<file path="src/rtl/cpu.sv">
// rtl/cpu.sv - single-cycle 8-bit CO224 processor core with internal register file

// 8 x 8-bit register file: two combinational read ports, one synchronous write port.
module reg_file (
  input  logic       clk_i,
  input  logic       resetn_i,
  input  logic       wr_en_i,
  input  logic [2:0] wr_addr_i,
  input  logic [7:0] wr_data_i,
  input  logic [2:0] rd_addr_a_i,
  input  logic [2:0] rd_addr_b_i,
  output logic [7:0] rd_data_a_o,
  output logic [7:0] rd_data_b_o
);

  logic [7:0] registerfile [0:7];

  assign rd_data_a_o = registerfile[rd_addr_a_i];
  assign rd_data_b_o = registerfile[rd_addr_b_i];

  // Clear every register asynchronously on reset; otherwise write the selected register.
  always_ff @(posedge clk_i or negedge resetn_i) begin
    if (!resetn_i) begin
      for (int i = 0; i < 8; i++) begin
        registerfile[i] <= 8'h00;
      end
    end else if (wr_en_i) begin
      registerfile[wr_addr_i] <= wr_data_i;
    end
  end

endmodule

module cpu (
  input  logic               CLK,
  input  logic               RESET,
  input  logic [31:0]        INSTRUCTION,
  output logic signed [31:0] PC
);

  typedef enum logic [2:0] {
    ALU_FWD = 3'd0,
    ALU_ADD = 3'd1,
    ALU_SUB = 3'd2,
    ALU_AND = 3'd3,
    ALU_OR  = 3'd4
  } alu_op_e;

  localparam logic [7:0] OP_LOADI = 8'h00;
  localparam logic [7:0] OP_MOV   = 8'h01;
  localparam logic [7:0] OP_ADD   = 8'h02;
  localparam logic [7:0] OP_SUB   = 8'h03;
  localparam logic [7:0] OP_AND   = 8'h04;
  localparam logic [7:0] OP_OR    = 8'h05;
  localparam logic [7:0] OP_J     = 8'h06;
  localparam logic [7:0] OP_BEQ   = 8'h07;

  logic [7:0]  opcode;
  logic [7:0]  offset;
  logic [2:0]  rd_addr;
  logic [2:0]  rt_addr;
  logic [2:0]  rs_addr;
  logic [7:0]  imm;
  logic        unused_rt_hi;

  logic [31:0] pc_q, pc_d;
  logic [31:0] pc_plus4;
  logic [31:0] branch_target;

  logic        wr_en;
  logic        is_jump;
  logic        is_beq;
  logic        use_imm;
  alu_op_e     alu_op;

  logic [7:0]  rt_data;
  logic [7:0]  rs_data;
  logic [7:0]  operand_b;
  logic [7:0]  alu_result;
  logic        alu_zero;

  assign opcode       = INSTRUCTION[31:24];
  assign offset       = INSTRUCTION[23:16];
  assign rd_addr      = INSTRUCTION[18:16];
  assign rt_addr      = INSTRUCTION[10:8];
  assign rs_addr      = INSTRUCTION[2:0];
  assign imm          = INSTRUCTION[7:0];
  assign unused_rt_hi = ^INSTRUCTION[15:11];

  assign PC = pc_q;

  // Decode the opcode into register-write, ALU-select and PC-control signals.
  always_comb begin
    wr_en   = 1'b0;
    is_jump = 1'b0;
    is_beq  = 1'b0;
    use_imm = 1'b0;
    alu_op  = ALU_FWD;
    unique case (opcode)
      OP_LOADI: begin wr_en = 1'b1; use_imm = 1'b1; alu_op = ALU_FWD; end
      OP_MOV:   begin wr_en = 1'b1; alu_op = ALU_FWD; end
      OP_ADD:   begin wr_en = 1'b1; alu_op = ALU_ADD; end
      OP_SUB:   begin wr_en = 1'b1; alu_op = ALU_SUB; end
      OP_AND:   begin wr_en = 1'b1; alu_op = ALU_AND; end
      OP_OR:    begin wr_en = 1'b1; alu_op = ALU_OR;  end
      OP_J:     begin is_jump = 1'b1; end
      OP_BEQ:   begin is_beq = 1'b1; alu_op = ALU_SUB; end
      default:  begin end
    endcase
  end

  reg_file reg_file_dut (
    .clk_i       (CLK),
    .resetn_i    (RESET),
    .wr_en_i     (wr_en & RESET),
    .wr_addr_i   (rd_addr),
    .wr_data_i   (alu_result),
    .rd_addr_a_i (rt_addr),
    .rd_addr_b_i (rs_addr),
    .rd_data_a_o (rt_data),
    .rd_data_b_o (rs_data)
  );

  assign operand_b = use_imm ? imm : rs_data;

  // ALU: subtraction adds the two's-complement of operand B; beq reuses it for the zero test.
  always_comb begin
    alu_result = 8'h00;
    unique case (alu_op)
      ALU_FWD: alu_result = operand_b;
      ALU_ADD: alu_result = rt_data + operand_b;
      ALU_SUB: alu_result = rt_data + (~operand_b + 8'd1);
      ALU_AND: alu_result = rt_data & operand_b;
      ALU_OR:  alu_result = rt_data | operand_b;
      default: alu_result = 8'h00;
    endcase
  end

  assign alu_zero = (alu_result == 8'h00);

  // Next PC: sequential fall-through, or word-offset target for j and taken beq.
  always_comb begin
    pc_plus4      = pc_q + 32'd4;
    branch_target = pc_plus4 + {{22{offset[7]}}, offset, 2'b00};
    pc_d          = pc_plus4;
    if (is_jump || (is_beq && alu_zero)) begin
      pc_d = branch_target;
    end
  end

  // PC register: cleared asynchronously so fetch restarts at address 0.
  always_ff @(posedge CLK or negedge RESET) begin
    if (!RESET) begin
      pc_q <= 32'd0;
    end else begin
      pc_q <= pc_d;
    end
  end

endmodule

</file>
<file path="config.mk">
export PLATFORM = sky130hd
export DESIGN_NAME = cpu
export DESIGN_NICKNAME = d
export VERILOG_FILES = /design/src/rtl/cpu.sv
export SDC_FILE = /design/constraint.sdc
export NUM_CORES = 1
export LEC_CHECK = 0
export ABC_CLOCK_PERIOD_IN_PS = 5800
export CORE_UTILIZATION = 50
export DETAILED_ROUTE_END_ITERATION = 10
export GPL_ROUTABILITY_DRIVEN = 0
export HOLD_SLACK_MARGIN = 0.03
export PLACE_DENSITY = 0.79
export SLEW_MARGIN = 0
export SYNTH_ARGS = -nofsm -noshare
export SYNTH_HDL_FRONTEND = slang
export SYNTH_HIERARCHICAL = 1
export SYNTH_SLANG_ARGS = --single-unit
</file>
<file path="constraint.sdc">
create_clock -name CLK -period 5.8 [get_ports CLK]
set_input_delay 1.45 -clock CLK [delete_from_list [all_inputs] [get_ports CLK]]
set_output_delay 1.45 -clock CLK [all_outputs]
set_load 0.05 [all_outputs]
</file>
==> run summary, run 1 <==
drt drc - 0
CTS root buf - clkbuf_16
final non-filler cell total - 1101
Port Buf Inserts - 58
die width - 129 um
crit path kind - in2reg
GRT Total Usage - 25.0%
initial core utilization - 51.1%
Worst Tran Pin Value - 0.953 ns
Worst Skew - 0.00649 ns
P_leak - 4.62 nW
Pwr Density - 269 mW/mm^2
H-Tree Depth - 3
RSZ-0062 raised after global routing - no
Tcrit/Tclk final - 96.0%
Core Area - 0.0159 sq mm
grt ovf - 0
DR WL/cell - 18.2 um
r2r startpoint - PC[2]
number of nets with antenna violations after routing - 0
Worst EP arrival - 5.80 ns
Clk Latency, worst-skew pair - 0.35 ns
Clock Pin Slew Worst Setup and Hold Paths - 0.06 ns
CTS sink count - 94
Synth Register Bits - 94
yosys warns - 6
Hold WS - 0.517 ns
Vias - 6553
cells after synthesis - 780
HP Class - reg2reg
ratio of cells with drive above 1 in the final layout - 23.4%
largest net degree at the start of global routing - 79
full die area - 0.0168 sq mm
Crit path required time - 6.03 ns
average vias per placed instance - 5.95
TNS Setup - 0 ns
CTS Buf Count - 9
Worst VDD drop - 0.000312 V
DRT Wirelength - 20000 um
Setup crit start - INSTRUCTION[0]
crit end category - register
TritonCTS clock tree - yes
top cell type by total area after synthesis - dfrtp_1
final hold violation count - 0
register area share after synthesis - 29.0%
Max-Slew Margin vs Limit - 35.8%
drt pass-1 iters - 5
number of max-cap violations - 0
initial antenna violation count - 0
Die Y - 129 um
async set or reset register ratio after synthesis - 100%
Synth top area share - 29.0%
detailed placer's ending HPWL - 14700 um
Post-synth EDFFs - 0
drt initial violations - 477
nets - 966
IO Pins - 66
hold_sp - reg_file_dut/registerfile[48]
first-pass GRT wire length - 32400 um
synthesized area per cell - 10.4 sq um
Final Max Slew Viols - 0
Startpoint Class - input port
Finished Core Util - 60.6%
antenna cells - 0
final setup fails - 0
Fmax achieved - 0.180 GHz
vias in the first global route - 6450
FP Rows - 46
hold buffer count at CTS - 0
CP max FO - 27
power consumption - 2.59 mW
cell total after placement - 1084
Cell variety after synth - 82
Mapped Area - 0.00812 sq mm
Main synth FF type - dfrtp_1
Min Clock Period, post-route - 5.57 ns
outcome - completed
top post-synthesis cells by area - dfrtp_1 29%, mux2_2 12%, mux4_1 9.4%
clock buffer depth - 2
Area Growth Syn to Fin - 18.7%
[critical path: stages]
cell,delay [ns]
clkdlybuf4s50_1,0.51
buf_12,0.15
buf_4,0.17
mux4_1,0.56
mux2_2,0.31
mux2_2,0.29
inv_1,0.08
ha_1,0.25
nor2_1,0.21
nor2_1,0.09
a2111o_1,0.43
nand3_1,0.09
a32oi_1,0.05
a31o_2,0.27
nor4_4,0.32
nor2_4,0.06
buf_12,0.17
buf_4,0.19
nand2_1,0.06
o21ai_1,0.06
[path summary, 6_finish.rpt]
kind,cells past startpoint,slack [ns],end
max in group asynchronous,2,3.58,reg_file_dut/registerfile[62]
max reg2reg,16,1.16,PC[31]
min in group asynchronous,1,0.97,PC[7]
min,1,0.52,reg_file_dut/registerfile[48]
min reg2reg,1,0.52,reg_file_dut/registerfile[48]
max,20,0.23,PC[5]
[where the power goes]
| part | leakage [nW] | total [mW] | internal (mW) | switching (mW) |
|---|---|---|---|---|
| Clock | 0.149 | 0.610 | 0.359 | 0.251 |
| Combinational | 3.19 | 1.19 | 0.496 | 0.690 |
| Sequential | 1.28 | 0.795 | 0.717 | 0.0779 |
| Total | 4.62 | 2.59 | 1.57 | 1.02 |
[layer usage]
layer | up-vias | part of all wire, % | global-route usage, %
met2 | 172 | 49 | 43.8
met5 | - | 0 | 0
li1 | 3144 | - | -
met1 | 3200 | 45 | 32.1
met3 | 37 | 3.5 | 2.60
met4 | 0 | 2.5 | 8.96
[layout make-up]
| type | instances | area, sq um |
|---|---|---|
| fill | 1290 | 6250 |
| multi-input combinational | 617 | 5460 |
| sequential | 94 | 2350 |
| timing repair buffer | 124 | 1110 |
| tap | 216 | 270 |
| clock buffer | 12 | 256 |
| inverter | 34 | 128 |
| clock inverter | 4 | 55.1 |
[repair_timing]
item | CTS | global route
gates resized for setup | 0 | 5
setup buffers | 0 | 1
setup endpoints to repair | 0 | 7
[cells by family (layout without fill, tap and decap cells)]
logic type                 Yosys count  after routing  synth area share [%]
AOI/OAI and AO/OA                  168            168                  14.2
xor gates and xnor gates            56             56                  6.04
adders and majority gates           52             52                  8.20
buffers and inverters               70            174                  4.35
DFF                                 94             94                  29.0
muxes                              127            127                  23.8
other                                1              2                0.0462
and+or+nand+nor                    212            212                  14.4
[placed cells by master, fill, tap and decap left out, types with 4 or more instances in the layout]
master           netlist  routed
dfrtp_1               94      94
mux2_2                84      84
buf_4                  4      64
clkdlybuf4s50_1        0      56
nand2_1               55      55
ha_1                  50      50
xnor2_1               37      37
nor2_1                36      36
inv_1                 34      34
mux4_1                29      29
a21oi_1               26      26
o21ai_0               27      26
nand3_1               25      25
a21o_1                22      22
and3_1                19      19
xor2_1                19      19
o21ai_1               17      18
nand4_1               12      12
nand2b_1               9       9
a31oi_1                9       9
clkbuf_16              0       9
nor3_1                 9       8
mux2_4                 8       8
nor2b_1                6       6
and4_1                 5       5
a211oi_1               5       5
o21a_1                 5       5
a221o_1                5       5
o211ai_1               5       5
and2_1                 5       5
o21bai_1               5       5
or3_1                  4       4
a31o_2                 4       4
[cells in the mapped netlist (12+ instances only)]
cell / instances
buf_2: 16
xor2_1: 19
nand2_1: 55
a21oi_1: 26
mux2_2: 84
o21ai_1: 17
dfrtp_1: 94
nor2_1: 36
a21o_1: 22
xnor2_1: 37
o21ai_0: 27
mux4_1: 29
nand4_1: 12
inv_1: 34
and3_1: 19
ha_1: 50
nand3_1: 25
[sequential cells by signal (all words and copies together) (netlist names)]
signal	cells
PC	30
reg_file_dut/registerfile	64
[stage by stage]
stage / setup slack [ns] / area (sq um)
5_1_grt: 0.00330 / 9630
4_1_cts: 0.147 / 9610
3_3_place_gp: -0.0860 / 9300
3_5_place_dp: -0.177 / 9300
6_report: 0.232 / 9630
2_1_floorplan: 0.454 / 8120
(Power assumes the default switching activity.)
==> inputs of run 2 (changes only) <==
CORE_UTILIZATION = 60   (was 50)
PLACE_DENSITY = 0.91   (was 0.79)
==> run 2 against run 1 <==
Compared with the run above:
- clock-buffer cell count decreased by 3
- die area decreased by 16%
- utilization increased by 13 points
- non-clock buffer count increased by 14
- final area increased by 0.68%
- clock power increased by 3.4%
- worst hold slack improved by 0.012 ns
- combinational power about the same
- critical path depth decreased by 2
- sequential power increased by 0.9%
- via count increased by 7.3%
- flip-flop and latch count unchanged
==> run summary, run 2 (synthesis gave the netlist of run 1 again) <==
antenna cells - 0 (unchanged)
die width - 118 um (was 129 um)
r2r setup slk - 0.95 ns (was 1.16 ns)
final hold violation count - 0 (unchanged)
H-Tree Depth - 3 (unchanged)
drt drc - 0 (unchanged)
r2r startpoint - PC[4] (was PC[2])
Port Buf Inserts - 58 (unchanged)
CTS root buf - clkbuf_16 (unchanged)
Pwr Density - 273 mW/mm^2 (was 269 mW/mm^2)
P_leak - 4.68 nW (was 4.62 nW)
Area Growth Syn to Fin - 19.5% (was 18.7%)
Max-Slew Margin vs Limit - 39.5% (was 35.8%)
most frequent cells in the layout - 94 x dfrtp_1, 84 x mux2_2, 78 x buf_4, 56 x clkdlybuf4s50_1, 55 x nand2_1 (was 94 x dfrtp_1, 84 x mux2_2, 64 x buf_4, 56 x clkdlybuf4s50_1, 55 x nand2_1)
full die area - 0.0140 sq mm (was 0.0168 sq mm)
FP Rows - 42 (was 46)
DR WL/cell - 20.5 um (was 18.2 um)
Tcrit/Tclk final - 95.9% (was 96.0%)
TritonCTS clock tree - yes (unchanged)
power consumption - 2.65 mW (was 2.59 mW)
hold_sp - reg_file_dut/registerfile[36] (was reg_file_dut/registerfile[48])
commonest non-fill, non-tap cell in the layout - dfrtp_1 (unchanged)
outcome - completed (unchanged)
initial core utilization - 61.3% (was 51.1%)
clock buffer depth - 2 (unchanged)
R2R depth - 17 (was 16)
ratio of cells with drive above 1 in the final layout - 24.7% (was 23.4%)
grt ovf - 0 (unchanged)
Placement Cell Area - 0.00931 sq mm (was 0.00930 sq mm)
nets - 981 (was 966)
average vias per placed instance - 6.54 (was 5.95)
CP max FO - 12 (was 27)
Hold EP - reg_file_dut/registerfile[36] (was reg_file_dut/registerfile[48])
RSZ-0062 raised after global routing - no (unchanged)
Finished Core Util - 73.2% (was 60.6%)
first-pass GRT wire length - 35200 um (was 32400 um)
Startpoint Class - input port (unchanged)
Die Y - 118 um (was 129 um)
Worst VDD drop - 0.000342 V (was 0.000312 V)
CTS Buf Count - 9 (unchanged)
Final Max Slew Viols - 0 (unchanged)
Worst EP arrival - 5.79 ns (was 5.80 ns)
initial antenna violation count - 0 (unchanged)
Final Cell Area - 0.00970 sq mm (was 0.00963 sq mm)
Min Clock Period, post-route - 5.56 ns (was 5.57 ns)
GRT Total Usage - 32.2% (was 25.0%)
Worst R2R End - PC[31] (unchanged)
drt initial violations - 553 (was 477)
Vias - 7032 (was 6553)
IO Pins - 66 (unchanged)
vias in the first global route - 7051 (was 6450)
DRT Wirelength - 22000 um (was 20000 um)
max reg flops - 64 (unchanged)
Worst Tran Pin Value - 0.907 ns (was 0.953 ns)
number of nets with antenna violations after routing - 0 (unchanged)
Most flops, register - reg_file_dut/registerfile (unchanged)
detailed placer's ending HPWL - 15300 um (was 14700 um)
crit end category - register (unchanged)
final-layout fill cell count - 893 (was 1290)
hold path depth - 1 (unchanged)
Setup crit start - INSTRUCTION[2] (was INSTRUCTION[0])
Crit path required time - 6.03 ns (about the same)
Core Area - 0.0132 sq mm (was 0.0159 sq mm)
Clk Latency, worst-skew pair - 0.35 ns (about the same)
CTS sink count - 94 (unchanged)
hold buffer count at CTS - 0 (unchanged)
number of max-cap violations - 0 (unchanged)
Fmax achieved - 0.180 GHz (about the same)
HP Class - reg2reg (unchanged)
largest net degree at the start of global routing - 74 (was 79)
final setup fails - 0 (unchanged)
Clock Pin Slew Worst Setup and Hold Paths - 0.07 ns (was 0.06 ns)
crit path kind - in2reg (unchanged)
Worst Skew - 0.0128 ns (was 0.00649 ns)
drt pass-1 iters - 7 (was 5)
run 2: worst max path at each step:
stage,end,slack (ns)
detailed placement,PC[8],-0.47
global placement,PC[23],-0.38
CTS,PC[31],0.0003
finish,PC[31],0.24
global route,PC[31],0.01
floorplan,PC[10],0.45
run 2: routing by layer:
metal,global-route usage (%),vias to the layer above,wire [um]
met4,15.5,0,920
li1,-,3187,-
met3,5.07,83,1320
met5,0,-,0
met1,38.7,3432,8810
met2,56.1,330,11000
run 2: stage by stage:
stage	setup TNS (ns)	instances	worst slack [ns]	hold WS (ns)
floorplan	0	781	0.454	0.485
global placement	-9.79	1054	-0.380	0.494
detailed placement	-12.53	1054	-0.472	0.507
CTS	0	1075	0.000313	0.526
global route	0	1076	0.0137	0.542
finish	0	1076	0.236	0.529
run 2: area by class of cell:
cell class / instances / area, sq um / share of cell area (%)
multi-input combinational: 618 / 5460 / 56.3
sequential: 94 / 2350 / 24.3
timing repair buffer: 138 / 1220 / 12.6
clock buffer: 9 / 225 / 2.32
tap: 176 / 220 / 2.27
inverter: 34 / 128 / 1.32
clock inverter: 7 / 91.3 / 0.942
run 2: where the power goes:
part | internal (mW) | total [mW] | leakage (nW) | switching [mW]
clock network | 0.346 | 0.631 | 0.157 | 0.285
logic | 0.499 | 1.22 | 3.25 | 0.719
registers | 0.716 | 0.802 | 1.28 | 0.0855
total | 1.56 | 2.65 | 4.68 | 1.09
run 2: what timing repair did:
action | 4_1_cts | 5_1_grt
setup buffers | 4 | 1
gates resized for setup | 1 | 3
endpoints found under the setup margin | 27 | 30
pin swaps | 2 | 2
gates cloned | 1 | 0
run 2: worst max-delay path: stages:
cell and delay, ns:
clkdlybuf4s50_1 0.63, buf_4 0.28, mux4_1 0.32, mux2_2 0.31
mux2_2 0.28, inv_1 0.08, ha_1 0.25, nor3b_1 0.18
a21oi_2 0.18, o22ai_1 0.11, a221o_1 0.31, a31oi_1 0.17
nand3b_1 0.19, nor4_4 0.41, buf_4 0.19, o21ai_1 0.09
mux2i_1 0.24, xnor2_1 0.11
==> inputs of run 3 (changes only) <==
GPL_ROUTABILITY_DRIVEN = not set   (was 0)
RECOVER_POWER = 25   (was not set)
==> run 3 against run 2 <==
Compared with the run above:
- the run now ends with capacitance limit, slew limit left
- die area did not move
- worst hold slack did not move
- combinational power about the same
- critical endpoint unchanged
- clock-buffer cell count is the same
- final area about the same
- largest cell class unchanged
- clock skew hardly changed
==> run summary, run 3 (synthesis gave the netlist of run 1 again) <==
outcome - finished, violations left (was completed)
failing checks - capacitance limit, slew limit
Worst Skew - 0.0127 ns (was 0.0128 ns)
FP Rows - 42 (unchanged)
Pwr Density - 273 mW/mm^2 (about the same)
number of max-cap violations - 1 (was 0)
Die Y - 118 um (unchanged)
initial core utilization - 61.3% (unchanged)
Tcrit/Tclk final - 95.9% (about the same)
H-Tree Depth - 3 (unchanged)
vias in the first global route - 7051 (unchanged)
Min Clock Period, post-route - 5.56 ns (about the same)
clock buffer depth - 2 (unchanged)
slowest stage cell, crit path - clkdlybuf4s50_1 (unchanged)
Worst R2R End - PC[31] (unchanged)
hold_sp - reg_file_dut/registerfile[36] (unchanged)
final-layout fill cell count - 894 (was 893)
hold path depth - 1 (unchanged)
largest stage delay on the critical path - 0.63 ns (about the same)
detailed placer's ending HPWL - 15300 um (unchanged)
most frequent cells in the layout - 94 x dfrtp_1, 84 x mux2_2, 76 x buf_4, 56 x clkdlybuf4s50_1, 55 x nand2_1 (was 94 x dfrtp_1, 84 x mux2_2, 78 x buf_4, 56 x clkdlybuf4s50_1, 55 x nand2_1)
nets - 981 (unchanged)
Max-Slew Margin vs Limit - -18.0% (was 39.5%)
drt drc - 0 (unchanged)
IO Pins - 66 (unchanged)
Startpoint Class - input port (unchanged)
final non-filler cell total - 1076 (unchanged)
Clk pwr share - 23.8% (about the same)
Crit path required time - 6.03 ns (about the same)
final hold violation count - 0 (unchanged)
final setup fails - 0 (unchanged)
Flop pwr share - 30.3% (about the same)
family with the most delay on the worst path - buffers and inverters (unchanged)
Fmax achieved - 0.180 GHz (about the same)
number of nets with antenna violations after routing - 0 (unchanged)
Core Area - 0.0132 sq mm (unchanged)
commonest non-fill, non-tap cell in the layout - dfrtp_1 (unchanged)
Hold WS - 0.529 ns (unchanged)
CP max FO - 12 (unchanged)
average vias per placed instance - 6.54 (about the same)
Clk Latency, worst-skew pair - 0.35 ns (about the same)
P_leak - 4.68 nW (about the same)
RSZ-0062 raised after global routing - no (unchanged)
CTS sink count - 94 (unchanged)
CTS Buf Count - 9 (unchanged)
DR WL/cell - 20.5 um (about the same)
drt initial violations - 552 (was 553)
Clock Pin Slew Worst Setup and Hold Paths - 0.07 ns (about the same)
largest net degree at the start of global routing - 74 (unchanged)
grt ovf - 0 (unchanged)
antenna cells - 0 (unchanged)
R2R depth - 17 (unchanged)
initial antenna violation count - 0 (unchanged)
Worst EP arrival - 5.79 ns (about the same)
P_sw - 1.09 mW (about the same)
Hold EP - reg_file_dut/registerfile[36] (unchanged)
CTS root buf - clkbuf_16 (unchanged)
TritonCTS clock tree - yes (unchanged)
full die area - 0.0140 sq mm (unchanged)
Most flops, register - reg_file_dut/registerfile (unchanged)
Final Max Slew Viols - 74 (was 0)
P_int - 1.56 mW (about the same)
drt pass-1 iters - 7 (unchanged)
Placer Congestion - 0.926
max reg flops - 64 (unchanged)
first-pass GRT wire length - 35200 um (unchanged)
GRT Total Usage - 32.2% (unchanged)
r2r startpoint - PC[4] (unchanged)
cell total after placement - 1054 (unchanged)
critical-path cell list - clkdlybuf4s50_1 -> buf_4 -> mux4_1 -> mux2_2 -> mux2_2 -> inv_1 -> ha_1 -> nor3b_1 -> a21oi_2 -> o22ai_1 -> a221o_1 -> a31oi_1 -> nand3b_1 -> nor4_4 -> buf_4 -> o21ai_1 -> mux2i_1 -> xnor2_1 (unchanged)
Critical path buffers and inverters - 4 (unchanged)
Vias - 7033 (was 7032)
Worst VDD drop - 0.000342 V (about the same)
Combinational Power Share - 45.9% (was 46.0%)
r2r setup slk - 0.96 ns (was 0.95 ns)
ratio of cells with drive above 1 in the final layout - 24.6% (was 24.7%)
Area Growth Syn to Fin - 19.4% (was 19.5%)
crit end category - register (unchanged)
HP Class - reg2reg (unchanged)
switch share - 41.1% (about the same)
die width - 118 um (unchanged)
crit path kind - in2reg (unchanged)
Worst Tran Pin Value - 1.77 ns (was 0.907 ns)
DRT Wirelength - 22000 um (about the same)
Port Buf Inserts - 58 (unchanged)
run 3: worst reg2reg max path, delay by kind of cell (launching register included):
family / cells / cell delay, ns
multiplexers: 1 / 0.27
AO/OA/AOI/OAI: 5 / 1.48
flip-flops: 1 / 0.45
adder cells (fa/ha/maj): 1 / 0.33
AND/OR/NAND/NOR: 8 / 1.86
XOR/XNOR: 2 / 0.33
run 3: layer usage:
layer / track usage (%) / vias to the layer above / part of all wire, %
met1: 38.7 / 3437 / 40
met2: 56.1 / 325 / 50
met5: 0 / - / 0
li1: - / 3186 / -
met4: 15.5 / 0 / 4.3
met3: 5.07 / 85 / 5.8
run 3: what timing repair did:
| action | 4_1_cts | 5_1_grt |
|---|---|---|
| setup endpoints to repair | 27 | 30 |
| hold buffers | 0 | 0 |
| gates cloned | 1 | 0 |
| pin swaps | 2 | 2 |
| gates resized for setup | 1 | 3 |
| setup buffers | 4 | 1 |
run 3: layout make-up:
type	instances	area (sq um)	share of cell area, %
Tap cell	176	220	2.27
Multi-Input combinational cell	618	5460	56.4
Clock inverter	7	91.3	0.942
Clock buffer	9	225	2.32
Timing Repair Buffer	138	1210	12.5
Inverter	34	128	1.32
Sequential cell	94	2350	24.3
run 3: worst max-delay path by stage:
stage	from	depth (start not counted)	end
6_report	INSTRUCTION[2]	18	PC[31]
5_1_grt	INSTRUCTION[2]	19	PC[31]
4_1_cts	INSTRUCTION[0]	20	PC[31]
3_5_place_dp	INSTRUCTION[0]	19	PC[8]
3_3_place_gp	INSTRUCTION[0]	18	PC[23]
2_1_floorplan	INSTRUCTION[2]	17	PC[10]
run 3: power groups by stage:
stage | Sequential, mW | Clock (mW) | Combinational (mW)
global route | 0.811 | 0.660 | 1.30
CTS | 0.799 | 0.633 | 1.20
global placement | 0.806 | 0 | 1.15
detailed placement | 0.810 | 0 | 1.18
floorplan | 1.00 | 0 | 0.675
finish | 0.802 | 0.630 | 1.22
run 3: through the flow:
step	power [mW]	util [%]	cell area, sq um	setup TNS (ns)	setup WS (ns)
2_1_floorplan	1.68	-	8120	0	0.454
3_3_place_gp	1.96	70.3	9310	-9.79	-0.380
3_5_place_dp	1.99	70.3	9310	-12.53	-0.472
4_1_cts	2.63	73.1	9680	0	0.000313
5_1_grt	2.77	73.2	9690	0	0.0137
6_report	2.65	73.2	9690	0	0.236
